File: config.mk
export PLATFORM = sky130hd
export DESIGN_NAME = program_counter_stack
export DESIGN_NICKNAME = d
export VERILOG_FILES = /design/src/rtl/program_counter_stack_pkg.sv /design/src/rtl/program_counter_stack_lifo_stack.sv /design/src/rtl/program_counter_stack.sv
export SDC_FILE = /design/constraint.sdc
export NUM_CORES = 1
export LEC_CHECK = 0
export CORE_AREA = 2 2 118 132
export CTS_CLUSTER_SIZE = 40
export DETAILED_ROUTE_END_ITERATION = 6
export DIE_AREA = 0 0 120 134
export GPL_TIMING_DRIVEN = 0
export SLEW_MARGIN = 25
export SYNTH_ARGS = -nofsm -noshare
export SYNTH_HDL_FRONTEND = slang
export SYNTH_SLANG_ARGS = --single-unit
File: constraint.sdc
create_clock -name clk -period 6.5 [get_ports clk]
set_input_delay 0.65 -clock clk [delete_from_list [all_inputs] [get_ports clk]]
set_output_delay 0.65 -clock clk [all_outputs]
set_load 0.005 [all_outputs]
File: src/rtl/program_counter_stack_pkg.sv
// pc_pkg: action encoding, priority decode and default parameters for program_counter_stack.
package pc_pkg;
  localparam int PC_WIDTH = 16;
  localparam int PC_STACK_DEPTH = 8;
  localparam int PC_RESET_VECTOR = 0;
  typedef enum logic [2:0] {ACT_HOLD, ACT_INC, ACT_LOAD, ACT_CALL, ACT_RET} pc_action_t;
  function automatic pc_action_t pc_decode(input logic load, input logic inc, input logic call, input logic ret);
    return ret ? ACT_RET : call ? ACT_CALL : load ? ACT_LOAD : inc ? ACT_INC : ACT_HOLD;
  endfunction
endpackage

File: src/rtl/program_counter_stack_lifo_stack.sv
// lifo_stack: return-address LIFO; push when full and pop when empty are ignored, pop beats push.
module lifo_stack #(
  parameter int WIDTH = 16,
  parameter int STACK_DEPTH = 8
) (
  input  logic             clk,
  input  logic             reset,
  input  logic             push,
  input  logic             pop,
  input  logic [WIDTH-1:0] wdata,
  output logic [WIDTH-1:0] rdata,
  output logic             empty,
  output logic             full
);
  localparam int CW = $clog2(STACK_DEPTH + 1);
  localparam int AW = $clog2(STACK_DEPTH);
  logic [WIDTH-1:0] mem_q [STACK_DEPTH];
  logic [CW-1:0] count_q, count_d;
  logic do_push, do_pop;
  always_comb begin
    empty = count_q == '0;
    full = count_q == CW'(STACK_DEPTH);
    do_pop = pop & ~empty;
    do_push = push & ~full & ~pop;
    count_d = do_pop ? count_q - CW'(1) : do_push ? count_q + CW'(1) : count_q;
    rdata = empty ? '0 : mem_q[AW'(count_q - CW'(1))];
  end
  always_ff @(posedge clk) begin
    if (reset) count_q <= '0;
    else count_q <= count_d;
  end
  always_ff @(posedge clk) begin
    if (do_push) mem_q[AW'(count_q)] <= wdata;
  end
endmodule

File: src/rtl/program_counter_stack.sv
// program_counter_stack: PC with hold/inc/load/call/ret and sticky stack error flags.
// Define PC_ERR_CLEAR_EN to add err_clear, which clears the flags unless a new error sets them.
module program_counter_stack
  import pc_pkg::*;
#(
  parameter int WIDTH = PC_WIDTH,
  parameter int STACK_DEPTH = PC_STACK_DEPTH,
  parameter logic [WIDTH-1:0] RESET_VECTOR = WIDTH'(PC_RESET_VECTOR)
) (
  input  logic             clk,
  input  logic             reset,
  input  logic [WIDTH-1:0] in,
  input  logic             load,
  input  logic             inc,
  input  logic             call,
  input  logic             ret,
`ifdef PC_ERR_CLEAR_EN
  input  logic             err_clear,
`endif
  output logic [WIDTH-1:0] out,
  output logic             stack_empty,
  output logic             stack_full,
  output logic             overflow,
  output logic             underflow
);
  pc_action_t act;
  logic [WIDTH-1:0] out_q, out_d, rdata;
  logic ovf_q, ovf_d, unf_q, unf_d, clr;
`ifdef PC_ERR_CLEAR_EN
  assign clr = err_clear;
`else
  assign clr = 1'b0;
`endif
  lifo_stack #(.WIDTH(WIDTH), .STACK_DEPTH(STACK_DEPTH)) u_stack (
    .clk(clk), .reset(reset), .push(act == ACT_CALL), .pop(act == ACT_RET),
    .wdata(out_q + WIDTH'(1)), .rdata(rdata), .empty(stack_empty), .full(stack_full)
  );
  always_comb begin
    act = pc_decode(load, inc, call, ret);
    out_d = act == ACT_RET  ? (stack_empty ? out_q : rdata) :
            act == ACT_CALL ? (stack_full ? out_q : in) :
            act == ACT_LOAD ? in :
            act == ACT_INC  ? out_q + WIDTH'(1) : out_q;
    ovf_d = (act == ACT_CALL && stack_full) | (ovf_q & ~clr);
    unf_d = (act == ACT_RET && stack_empty) | (unf_q & ~clr);
  end
  always_ff @(posedge clk) begin
    if (reset) begin
      out_q <= RESET_VECTOR;
      ovf_q <= 1'b0;
      unf_q <= 1'b0;
    end else begin
      out_q <= out_d;
      ovf_q <= ovf_d;
      unf_q <= unf_d;
    end
  end
  assign out = out_q;
  assign overflow = ovf_q;
  assign underflow = unf_q;
endmodule
==> impl_metrics.env, run 1 <==
export IMPL_floorplan_die_width_um=120
export IMPL_mostFrequentLayoutCell="sky130_fd_sc_hd__edfxtp_1"
export IMPL_grt_ovfl_total=0
export IMPL_clock_buffers_created_by_tritoncts=17
export IMPL_clock_skew_final_ns=0.006913
export IMPL_clock_tree_from_tritoncts="built"
export IMPL_wirelength_um=16680
export IMPL_crit_required_ns=6.78
export IMPL_power_total_mw=3.783
export IMPL_worstPathArrival_ns=4.33
export IMPL_antenna_found_initial=0
export IMPL_avg_inst_size_synth_um2=14.83
export IMPL_synth_top_flop_cell="sky130_fd_sc_hd__edfxtp_1"
export IMPL_place_congestion=0.8470
export IMPL_synth_warning_count=0
export IMPL_power_density_mw_per_mm2=479.8
export IMPL_crit_path_max_fanout=10
export IMPL_final_hold_violation_count=0
export IMPL_first_global_vias=4188
export IMPL_critical_path_max_stage_delay_ns=0.84
export IMPL_ant_nets=0
export IMPL_clock_insertion_delay_worst_skew_ns=0.43
export IMPL_yosysUniqueCellTypes=54
export IMPL_cpMostUsedCell="sky130_fd_sc_hd__buf_2"
export IMPL_post_synth_inst_count=438
export IMPL_detailroute_via_count=4163
export IMPL_synth_seq_area_share_pct=65.95
export IMPL_worstMarginPinSlew_ns=1.067
export IMPL_ioPinCount=42
export IMPL_grt_usage_pct=22.09
export IMPL_path_delay_family="buffers and inverters"
export IMPL_design_area_mm2=0.007885
export IMPL_area_growth_pct=21.38
export IMPL_port_buffer_count=40
export IMPL_rsz0062_at_grt="no"
export IMPL_synthesis_nets=463
export IMPL_cts_root_to_sink_buffers=2
export IMPL_setup_crit_path_kind="flop to flop"
export IMPL_slew_limit_headroom_pct=28.36
export IMPL_cts_setup_buffers=0
export IMPL_finalCritPeriodShare_pct=62.38
export IMPL_run_status="complete, no violations"
export IMPL_coreArea_mm2=0.01476
export IMPL_cts_htree_levels=4
export IMPL_synth_seq_cells=150
export IMPL_drv_max_cap_violation_count=0
export IMPL_most_common_layout_cells="sky130_fd_sc_hd__edfxtp_1 (128), sky130_fd_sc_hd__clkdlybuf4s50_1 (40), sky130_fd_sc_hd__nand2_1 (31)"
export IMPL_fill_cells=1232
export IMPL_worst_setup_hold_path_clk_slew_ns=0.06
export IMPL_multiInputGateArea_mm2=0.002087
export IMPL_floorplan_die_height_um=134
export IMPL_drtIter0Drc=397
export IMPL_grt_start_max_net_pins=17
export IMPL_totalNegativeSetupSlack_ns=0
export IMPL_num_antenna_cells=0
export IMPL_routed_via_density=5.863
export IMPL_hold_path_class="flop to flop"
export IMPL_rows=47
export IMPL_layout_nets=526
export IMPL_final_max_slew_viol_count=0
export IMPL_drt_drc_violations_left=0
export IMPL_startpoint_type="flop"
export IMPL_irDropWorstVdd_mv=0.2165
export IMPL_floorplan_initialDensity_pct=44.01
export IMPL_ctsRootBufferMaster="sky130_fd_sc_hd__clkbuf_16"
export IMPL_total_leakage_power_nw=2.639
export IMPL_wire_per_inst_um=23.49
export IMPL_finalWorstPathRequiredPeriod_ns=4.054
export IMPL_share_of_synthesized_registers_carrying_an_async_set_or_reset_pct=0
export IMPL_detail_route_first_pass_iterations=5
export IMPL_fp_dieArea_mm2=0.01608
export IMPL_achievable_frequency_mhz=246.6
export IMPL_critical_path_end_type="flop"
export IMPL_layout_cells_sized_above_1_pct=19.07
export IMPL_cts_hold_buffers_added=0
export IMPL_place_detailed_hpwl_um=10880
export IMPL_timing_critical_path_buf_inv=5
export IMPL_worst_path_max_delay_cell="sky130_fd_sc_hd__xnor2_1"
export IMPL_timing_final_setup_violations=0
export IMPL_placement_cell_area_mm2=0.007231
export IMPL_synthesis_area_mm2=0.006496
export IMPL_grt_pass1_wl_um=25560
export IMPL_timing_critical_path_cells="buf_2, buf_2, clkinv_1, ha_1, buf_4, xnor2_1, clkbuf_1, a31oi_1, nand4_1, a211oi_2"
export IMPL_synth_enable_flop_cells=128
export IMPL_ff_latch_area_mm2=0.004284
export IMPL_cts_num_sinks=150
export IMPL_postCtsResizedCells=0
[Yosys cell counts (all sizes together), types with 2 or more instances]
cell type  count  area share [%]
a21oi         15             1.2
nor3          11            0.92
mux2           2            0.35
edfxtp       128              59
nor4           5            0.48
nor2          38             2.4
nand3         22             1.7
a311oi         2            0.27
ha             3            0.58
xor2          10             1.6
o21ai          3            0.23
buf           14             1.6
mux2i         23             3.5
o221a          2            0.35
dfxtp         22             6.8
nand2b         3            0.29
xnor2          8             1.1
mux4          22             7.6
a211oi         8             1.3
o31a           2            0.27
inv            8            0.46
or2            2            0.19
nand2         31             1.8
o22ai          2            0.19
a31oi          6            0.58
clkbuf        11            0.64
nand4         10            0.96
a221oi         9             1.5
[sequential cells by signal (all words and copies together), names as in the netlist]
| signal | flops |
|---|---|
| out | 16 |
| u_stack.mem_q | 128 |
| underflow | 1 |
| u_stack.count_q | 4 |
| overflow | 1 |
[stage by stage]
| step | setup slack (ns) | std cells | utilization (%) | hold slack [ns] |
|---|---|---|---|---|
| finish | 2.446 | 710 | 53.42 | 0.4692 |
| floorplan | 3.337 | 438 | - | 0.4604 |
| detailed placement | 2.494 | 678 | 48.99 | 0.4656 |
| CTS | 2.460 | 710 | 53.42 | 0.4795 |
| global placement | 1.506 | 674 | 48.39 | 0.4544 |
| global route | 2.201 | 710 | 53.42 | 0.5212 |
[tightest hold or removal path, stage by stage, from the launching register on]
cell and delay, ns:
sky130_fd_sc_hd__dfxtp_1 0.32, sky130_fd_sc_hd__a21oi_1 0.04, sky130_fd_sc_hd__nor2_1 0.07
[cells by family after synthesis]
group,after synthesis,share of synthesized area [%]
AO/OA/AOI/OAI,57,6.915
XOR/XNOR,18,2.716
adder cells (fa/ha/maj),3,0.5779
buffers and inverters,34,2.773
flip-flops,150,65.95
multiplexers,47,11.52
AND/OR/NAND/NOR,129,9.554
[where the power goes]
part	internal, mW	leakage [nW]	total [mW]	switching (mW)
combinational	0.565	0.970	1.35	0.783
clock	0.684	0.313	1.08	0.398
sequential	1.25	1.36	1.35	0.104
total	2.50	2.64	3.78	1.29
[layer usage]
| layer | vias up | track usage, % | part of all wire, % |
|---|---|---|---|
| li1 | 1842 | - | - |
| met1 | 2134 | 29.23 | 43 |
| met2 | 155 | 36.08 | 50 |
| met3 | 32 | 4.167 | 5.1 |
| met4 | 0 | 8.889 | 2.2 |
| met5 | - | 0 | 0 |
[final timing paths]
path         cells past startpoint                from        end  slack, ns
max                             10  u_stack.count_q[0]    out[14]       2.45
min                              2           underflow  underflow       0.47
max reg2reg                     10  u_stack.count_q[0]    out[14]       2.45
min reg2reg                      2           underflow  underflow       0.47
[layout make-up]
| class | count | share of cell area, % |
|---|---|---|
| Sequential cell | 150 | 54.33 |
| Multi-Input combinational cell | 254 | 26.47 |
| Timing Repair Buffer | 44 | 5.506 |
| Clock buffer | 17 | 5.395 |
| Tap cell | 196 | 3.110 |
| Clock inverter | 15 | 2.904 |
| Buffer | 25 | 1.857 |
| Inverter | 9 | 0.4284 |
Power figures use the tool's default switching activity.
==> run 2: changes to the inputs <==
==> constraint.sdc (replaced) <==
create_clock -name clk -period 3.8 [get_ports clk]
set_input_delay 0.38 -clock clk [delete_from_list [all_inputs] [get_ports clk]]
set_output_delay 0.38 -clock clk [all_outputs]
set_load 0.005 [all_outputs]
==> run 2 against run 1 <==
  * Utilization grew 0.076 points
  * Global-route usage is essentially flat
  * Critical endpoint unchanged
  * First-iteration DRC count shrank 7.1%
  * Critical path depth grew 1
  * Via count shrank 1.2%
==> impl_metrics.env, run 2 (synthesis results as in run 1) <==
export IMPL_run_status="complete, no violations"
export IMPL_drv_max_cap_violation_count=0
export IMPL_ioPinCount=42
export IMPL_final_hold_violation_count=0
export IMPL_ctsRootBufferMaster="sky130_fd_sc_hd__clkbuf_16"
export IMPL_rsz0062_at_grt="no"
export IMPL_finalWorstPathRequiredPeriod_ns=3.530
export IMPL_worstMarginPinSlew_ns=0.8986
export IMPL_grt_usage_pct=22.10
export IMPL_detailroute_via_count=4115
export IMPL_achievable_frequency_mhz=283.3
export IMPL_port_buffer_count=40
export IMPL_irDropWorstVdd_mv=0.3783
export IMPL_cts_setup_buffers=0
export IMPL_final_max_slew_viol_count=0
export IMPL_layout_cells_sized_above_1_pct=19.46
export IMPL_detail_route_first_pass_iterations=5
export IMPL_final_core_util_pct=53.50
export IMPL_coreArea_mm2=0.01476
export IMPL_critical_path_end_type="flop"
export IMPL_power_total_mw=6.480
export IMPL_floorplan_die_width_um=120
export IMPL_share_comb_of_total_power_pct=35.7
export IMPL_antenna_found_initial=0
export IMPL_clock_skew_final_ns=0.006760
export IMPL_total_leakage_power_nw=2.646
export IMPL_drtIter0Drc=369
export IMPL_num_antenna_cells=0
export IMPL_hold_path_class="flop to flop"
export IMPL_rows=47
export IMPL_seqPwrFrac_pct=35.7
export IMPL_worst_setup_hold_path_clk_slew_ns=0.06
export IMPL_fp_dieArea_mm2=0.01608
export IMPL_p_int_mw=4.280
export IMPL_slew_limit_headroom_pct=39.77
export IMPL_clock_insertion_delay_worst_skew_ns=0.42
export IMPL_wirelength_um=16650
export IMPL_grt_ovfl_total=0
export IMPL_met3WireLength_um=819
export IMPL_wire_per_inst_um=23.45
export IMPL_grt_pass1_wl_um=25580
export IMPL_ant_nets=0
export IMPL_sw_frac_of_total_pct=33.94
export IMPL_clock_tree_from_tritoncts="built"
export IMPL_setup_crit_path_kind="flop to flop"
export IMPL_final_critical_path_setup_slack_ns=0.2703
export IMPL_clock_power_share_pct=28.5
export IMPL_detail_route_wirelength_met1_um=7065
export IMPL_crit_path_max_fanout=10
export IMPL_most_common_layout_cells="sky130_fd_sc_hd__edfxtp_1 (128), sky130_fd_sc_hd__clkdlybuf4s50_1 (40), sky130_fd_sc_hd__nand2_1 (31)"
export IMPL_layout_nets=526
export IMPL_worstPathArrival_ns=3.87
export IMPL_cts_htree_levels=4
export IMPL_place_congestion=0.8470
export IMPL_cts_root_to_sink_buffers=2
export IMPL_p_switching_mw=2.199
export IMPL_drt_drc_violations_left=0
export IMPL_max_flop_register="u_stack.mem_q"
export IMPL_startpoint_type="flop"
export IMPL_floorplan_die_height_um=134
export IMPL_first_global_vias=4186
export IMPL_grt_start_max_net_pins=17
export IMPL_power_density_mw_per_mm2=820.6
export IMPL_finalCritPeriodShare_pct=92.89
export IMPL_placement_setup_worst_slack_ns=-0.2062
export IMPL_floorplan_initialDensity_pct=44.01
export IMPL_mostFrequentLayoutCell="sky130_fd_sc_hd__edfxtp_1"
export IMPL_routed_via_density=5.796
export IMPL_area_growth_pct=21.55
export IMPL_topRoutingLayerUsed="met4"
export IMPL_clock_buffers_created_by_tritoncts=17
export IMPL_place_detailed_hpwl_um=10880
export IMPL_crit_required_ns=4.14
export IMPL_cts_num_sinks=150
export IMPL_met2_wirelength_um=8439
export IMPL_timing_final_setup_violations=0
export IMPL_largest_register_ff_count=128
run 2: area by class of cell:
cell class | count | area (um2)
multi-input combinational | 254 | 2095
tap | 196 | 245.2
clock inverter | 15 | 229.0
clock buffer | 17 | 425.4
fill | 1226 | 6864
timing repair buffer | 44 | 434.2
inverter | 9 | 35.03
buffer | 25 | 148.9
sequential | 150 | 4284
run 2: timing repair:
action                                 in CTS  in global routing
hold buffers                                0                  0
endpoints found under the hold margin       0                  0
setup endpoints to repair                   8                  1
gates resized for setup                     2                  1
run 2: metrics by stage:
stage          std cells  area, um2  hold slack [ns]  setup TNS [ns]
2_1_floorplan        438       6496           0.4604               0
4_1_cts              710       7894           0.4795               0
5_1_grt              710       7896           0.5212               0
3_5_place_dp         678       7231           0.4656          -1.219
6_report             710       7896           0.4690               0
3_3_place_gp         674       7142           0.4544          -44.55
run 2: critical path, stage by stage, from the launching register on:
cell,delay (ns)
sky130_fd_sc_hd__dfxtp_1,0.40
sky130_fd_sc_hd__clkbuf_4,0.32
sky130_fd_sc_hd__buf_2,0.35
sky130_fd_sc_hd__clkinv_2,0.29
sky130_fd_sc_hd__ha_1,0.37
sky130_fd_sc_hd__buf_2,0.27
sky130_fd_sc_hd__buf_2,0.37
sky130_fd_sc_hd__buf_2,0.38
sky130_fd_sc_hd__mux2i_1,0.13
sky130_fd_sc_hd__a31oi_1,0.18
sky130_fd_sc_hd__nand4_1,0.19
sky130_fd_sc_hd__a211oi_2,0.20
run 2: path summary, 6_finish.rpt:
check / from / to / slack [ns] / depth (start not counted)
max: u_stack.count_q[0] / out[14] / 0.27 / 11
min: underflow / underflow / 0.47 / 2
max reg2reg: u_stack.count_q[0] / out[14] / 0.27 / 11
min reg2reg: underflow / underflow / 0.47 / 2
run 2: layer usage:
layer	global-route usage [%]	up-vias
met4	8.627	0
li1	-	1839
met3	4.167	29
met1	29.23	2111
met5	0	-
met2	36.24	136
run 2: power groups by stage:
stage / combinational [mW] / clock (mW) / sequential, mW
after floorplan: 1.53 / 0 / 2.29
after global placement: 2.23 / 0 / 2.34
after detailed placement: 2.30 / 0 / 2.35
after CTS: 2.32 / 1.86 / 2.32
after global routing: 2.52 / 1.93 / 2.34
final: 2.32 / 1.85 / 2.32
==> run 3: changes to the inputs <==
--- a/config.mk
+++ b/config.mk
@@ -5,11 +5,12 @@
 export SDC_FILE = /design/constraint.sdc
 export NUM_CORES = 1
 export LEC_CHECK = 0
-export CORE_AREA = 2 2 118 132
+export CORE_AREA = 2 2 104 116
 export CTS_CLUSTER_SIZE = 40
 export DETAILED_ROUTE_END_ITERATION = 6
-export DIE_AREA = 0 0 120 134
+export DIE_AREA = 0 0 106 118
 export GPL_TIMING_DRIVEN = 0
+export PLACE_DENSITY = 0.78
 export SLEW_MARGIN = 25
 export SYNTH_ARGS = -nofsm -noshare
 export SYNTH_HDL_FRONTEND = slang
==> run 3 against run 2 <==
  * Register-to-register slack lost 0.02 ns
  * Non-clock buffer count grew 2
  * Clock power shrank 15%
  * Worst hold slack gained 0.017 ns
  * Critical endpoint unchanged
==> impl_metrics.env, run 3 (synthesis results as in run 1) <==
export IMPL_run_status="complete, no violations"
export IMPL_hold_wc_startpoint="underflow"
export IMPL_most_common_layout_cells="sky130_fd_sc_hd__edfxtp_1 (128), sky130_fd_sc_hd__clkdlybuf4s50_1 (40), sky130_fd_sc_hd__nand2_1 (31)"
export IMPL_worstMarginPinSlew_ns=0.8099
export IMPL_floorplan_die_width_um=106
export IMPL_cts_hold_buffers_added=0
export IMPL_hold_path_class="flop to flop"
export IMPL_ctsRootBufferMaster="sky130_fd_sc_hd__clkbuf_16"
export IMPL_area_growth_pct=19.43
export IMPL_first_global_vias=4256
export IMPL_grt_start_max_net_pins=17
export IMPL_finalWorstPathRequiredPeriod_ns=3.552
export IMPL_cts_setup_buffers=0
export IMPL_ant_nets=0
export IMPL_startpoint_type="flop"
export IMPL_grt_usage_pct=26.98
export IMPL_totalNegativeSetupSlack_ns=0
export IMPL_grt_pass1_wl_um=24460
export IMPL_detailroute_via_count=4280
export IMPL_drv_max_cap_violation_count=0
export IMPL_achievable_frequency_mhz=281.5
export IMPL_crit_path_max_fanout=10
export IMPL_drtIter0Drc=476
export IMPL_detail_route_first_pass_iterations=5
export IMPL_timing_final_setup_violations=0
export IMPL_clock_skew_final_ns=0.009035
export IMPL_clock_insertion_delay_worst_skew_ns=0.42
export IMPL_wirelength_um=15890
export IMPL_rsz0062_at_grt="no"
export IMPL_max_flop_register="u_stack.mem_q"
export IMPL_antenna_found_initial=0
export IMPL_num_antenna_cells=0
export IMPL_final_hold_violation_count=0
export IMPL_total_leakage_power_nw=2.613
export IMPL_wire_per_inst_um=23.86
export IMPL_clock_buffers_created_by_tritoncts=17
export IMPL_multiInputGateArea_mm2=0.002085
export IMPL_final_max_slew_viol_count=0
export IMPL_reg2reg_from="u_stack.count_q[0]"
export IMPL_crit_start="u_stack.count_q[0]"
export IMPL_floorplan_initialDensity_pct=57.30
export IMPL_largest_register_ff_count=128
export IMPL_place_detailed_hpwl_um=10340
export IMPL_irDropWorstVdd_mv=0.3760
export IMPL_coreArea_mm2=0.01134
export IMPL_port_buffer_count=40
export IMPL_final_core_util_pct=68.44
export IMPL_postCtsResizedCells=1
export IMPL_drt_drc_violations_left=0
export IMPL_worstPathArrival_ns=3.88
export IMPL_slew_limit_headroom_pct=45.71
export IMPL_place_congestion=0.9016
export IMPL_rows=41
export IMPL_grt_ovfl_total=0
export IMPL_worst_setup_hold_path_clk_slew_ns=0.06
export IMPL_power_density_mw_per_mm2=799.7
export IMPL_layout_cells_sized_above_1_pct=19.57
export IMPL_cts_htree_levels=4
export IMPL_crit_required_ns=4.13
export IMPL_fill_cells=733
export IMPL_layout_nets=528
export IMPL_finalCritPeriodShare_pct=93.48
export IMPL_ff_latch_area_mm2=0.004284
export IMPL_cts_num_sinks=150
export IMPL_critical_path_end_type="flop"
export IMPL_cts_root_to_sink_buffers=2
export IMPL_routed_via_density=6.426
export IMPL_clock_tree_from_tritoncts="built"
export IMPL_ioPinCount=42
export IMPL_mostFrequentLayoutCell="sky130_fd_sc_hd__edfxtp_1"
export IMPL_setup_crit_path_kind="flop to flop"
export IMPL_fp_dieArea_mm2=0.01251
export IMPL_floorplan_die_height_um=118
## run 3: cell types whose count changed in the layout (fill, tap and decap cells not counted), moves of 2 or more
cell	previous run	this run
sky130_fd_sc_hd__bufinv_16	5	1
sky130_fd_sc_hd__nor2_4	6	4
sky130_fd_sc_hd__inv_6	0	2
sky130_fd_sc_hd__nor2_2	6	8
sky130_fd_sc_hd__buf_8	0	2
## run 3: worst max-delay path, stage by stage, from the launching register on
cell	delay [ns]
sky130_fd_sc_hd__dfxtp_1	0.35
sky130_fd_sc_hd__buf_2	0.36
sky130_fd_sc_hd__buf_2	0.36
sky130_fd_sc_hd__clkinvlp_4	0.32
sky130_fd_sc_hd__ha_1	0.37
sky130_fd_sc_hd__buf_2	0.24
sky130_fd_sc_hd__buf_2	0.34
sky130_fd_sc_hd__buf_2	0.38
sky130_fd_sc_hd__mux2i_1	0.13
sky130_fd_sc_hd__a31oi_1	0.19
sky130_fd_sc_hd__nand4_1	0.17
sky130_fd_sc_hd__a211oi_2	0.24
## run 3: metal layers
metal  GRT usage, %  wire length, um
met3          5.205             1493
met1          34.42             5850
met2          45.24             8089
met5              0                0
met4          11.43              461
## run 3: final timing paths
| check | endpoint | slack [ns] | cells after the start |
|---|---|---|---|
| setup / recovery | out[14] | 0.25 | 11 |
| hold / removal | underflow | 0.49 | 2 |
| setup reg to reg | out[14] | 0.25 | 11 |
| hold reg to reg | underflow | 0.49 | 2 |
## run 3: layout make-up
type	instances	area share, %
plain buffers	25	1.887
inverters	9	0.4838
flip-flops and latches	150	55.22
well taps	150	2.419
multi-input cells	254	26.87
clock inverters	14	1.661
repair buffers	46	5.935
clock buffers	18	5.531
## run 3: through the flow
stage / hold WS (ns) / std cells / instance area, um2 / total power [mW] / setup slack, ns
2_1_floorplan: 0.4604 / 438 / 6496 / 3.822 / 0.6366
3_3_place_gp: 0.4550 / 628 / 7084 / 4.511 / -0.9935
3_5_place_dp: 0.4725 / 634 / 7189 / 4.599 / -0.04228
4_1_cts: 0.4864 / 666 / 7755 / 6.187 / 0.1199
5_1_grt: 0.5095 / 666 / 7759 / 6.465 / 0.01073
6_report: 0.4858 / 666 / 7759 / 6.204 / 0.2477
## run 3: power by group
| group | switching (mW) | internal [mW] | leakage (nW) | total (mW) |
|---|---|---|---|---|
| Clock | 0.668 | 0.904 | 0.268 | 1.57 |
| Combinational | 1.34 | 0.972 | 0.989 | 2.31 |
| Sequential | 0.187 | 2.14 | 1.36 | 2.32 |
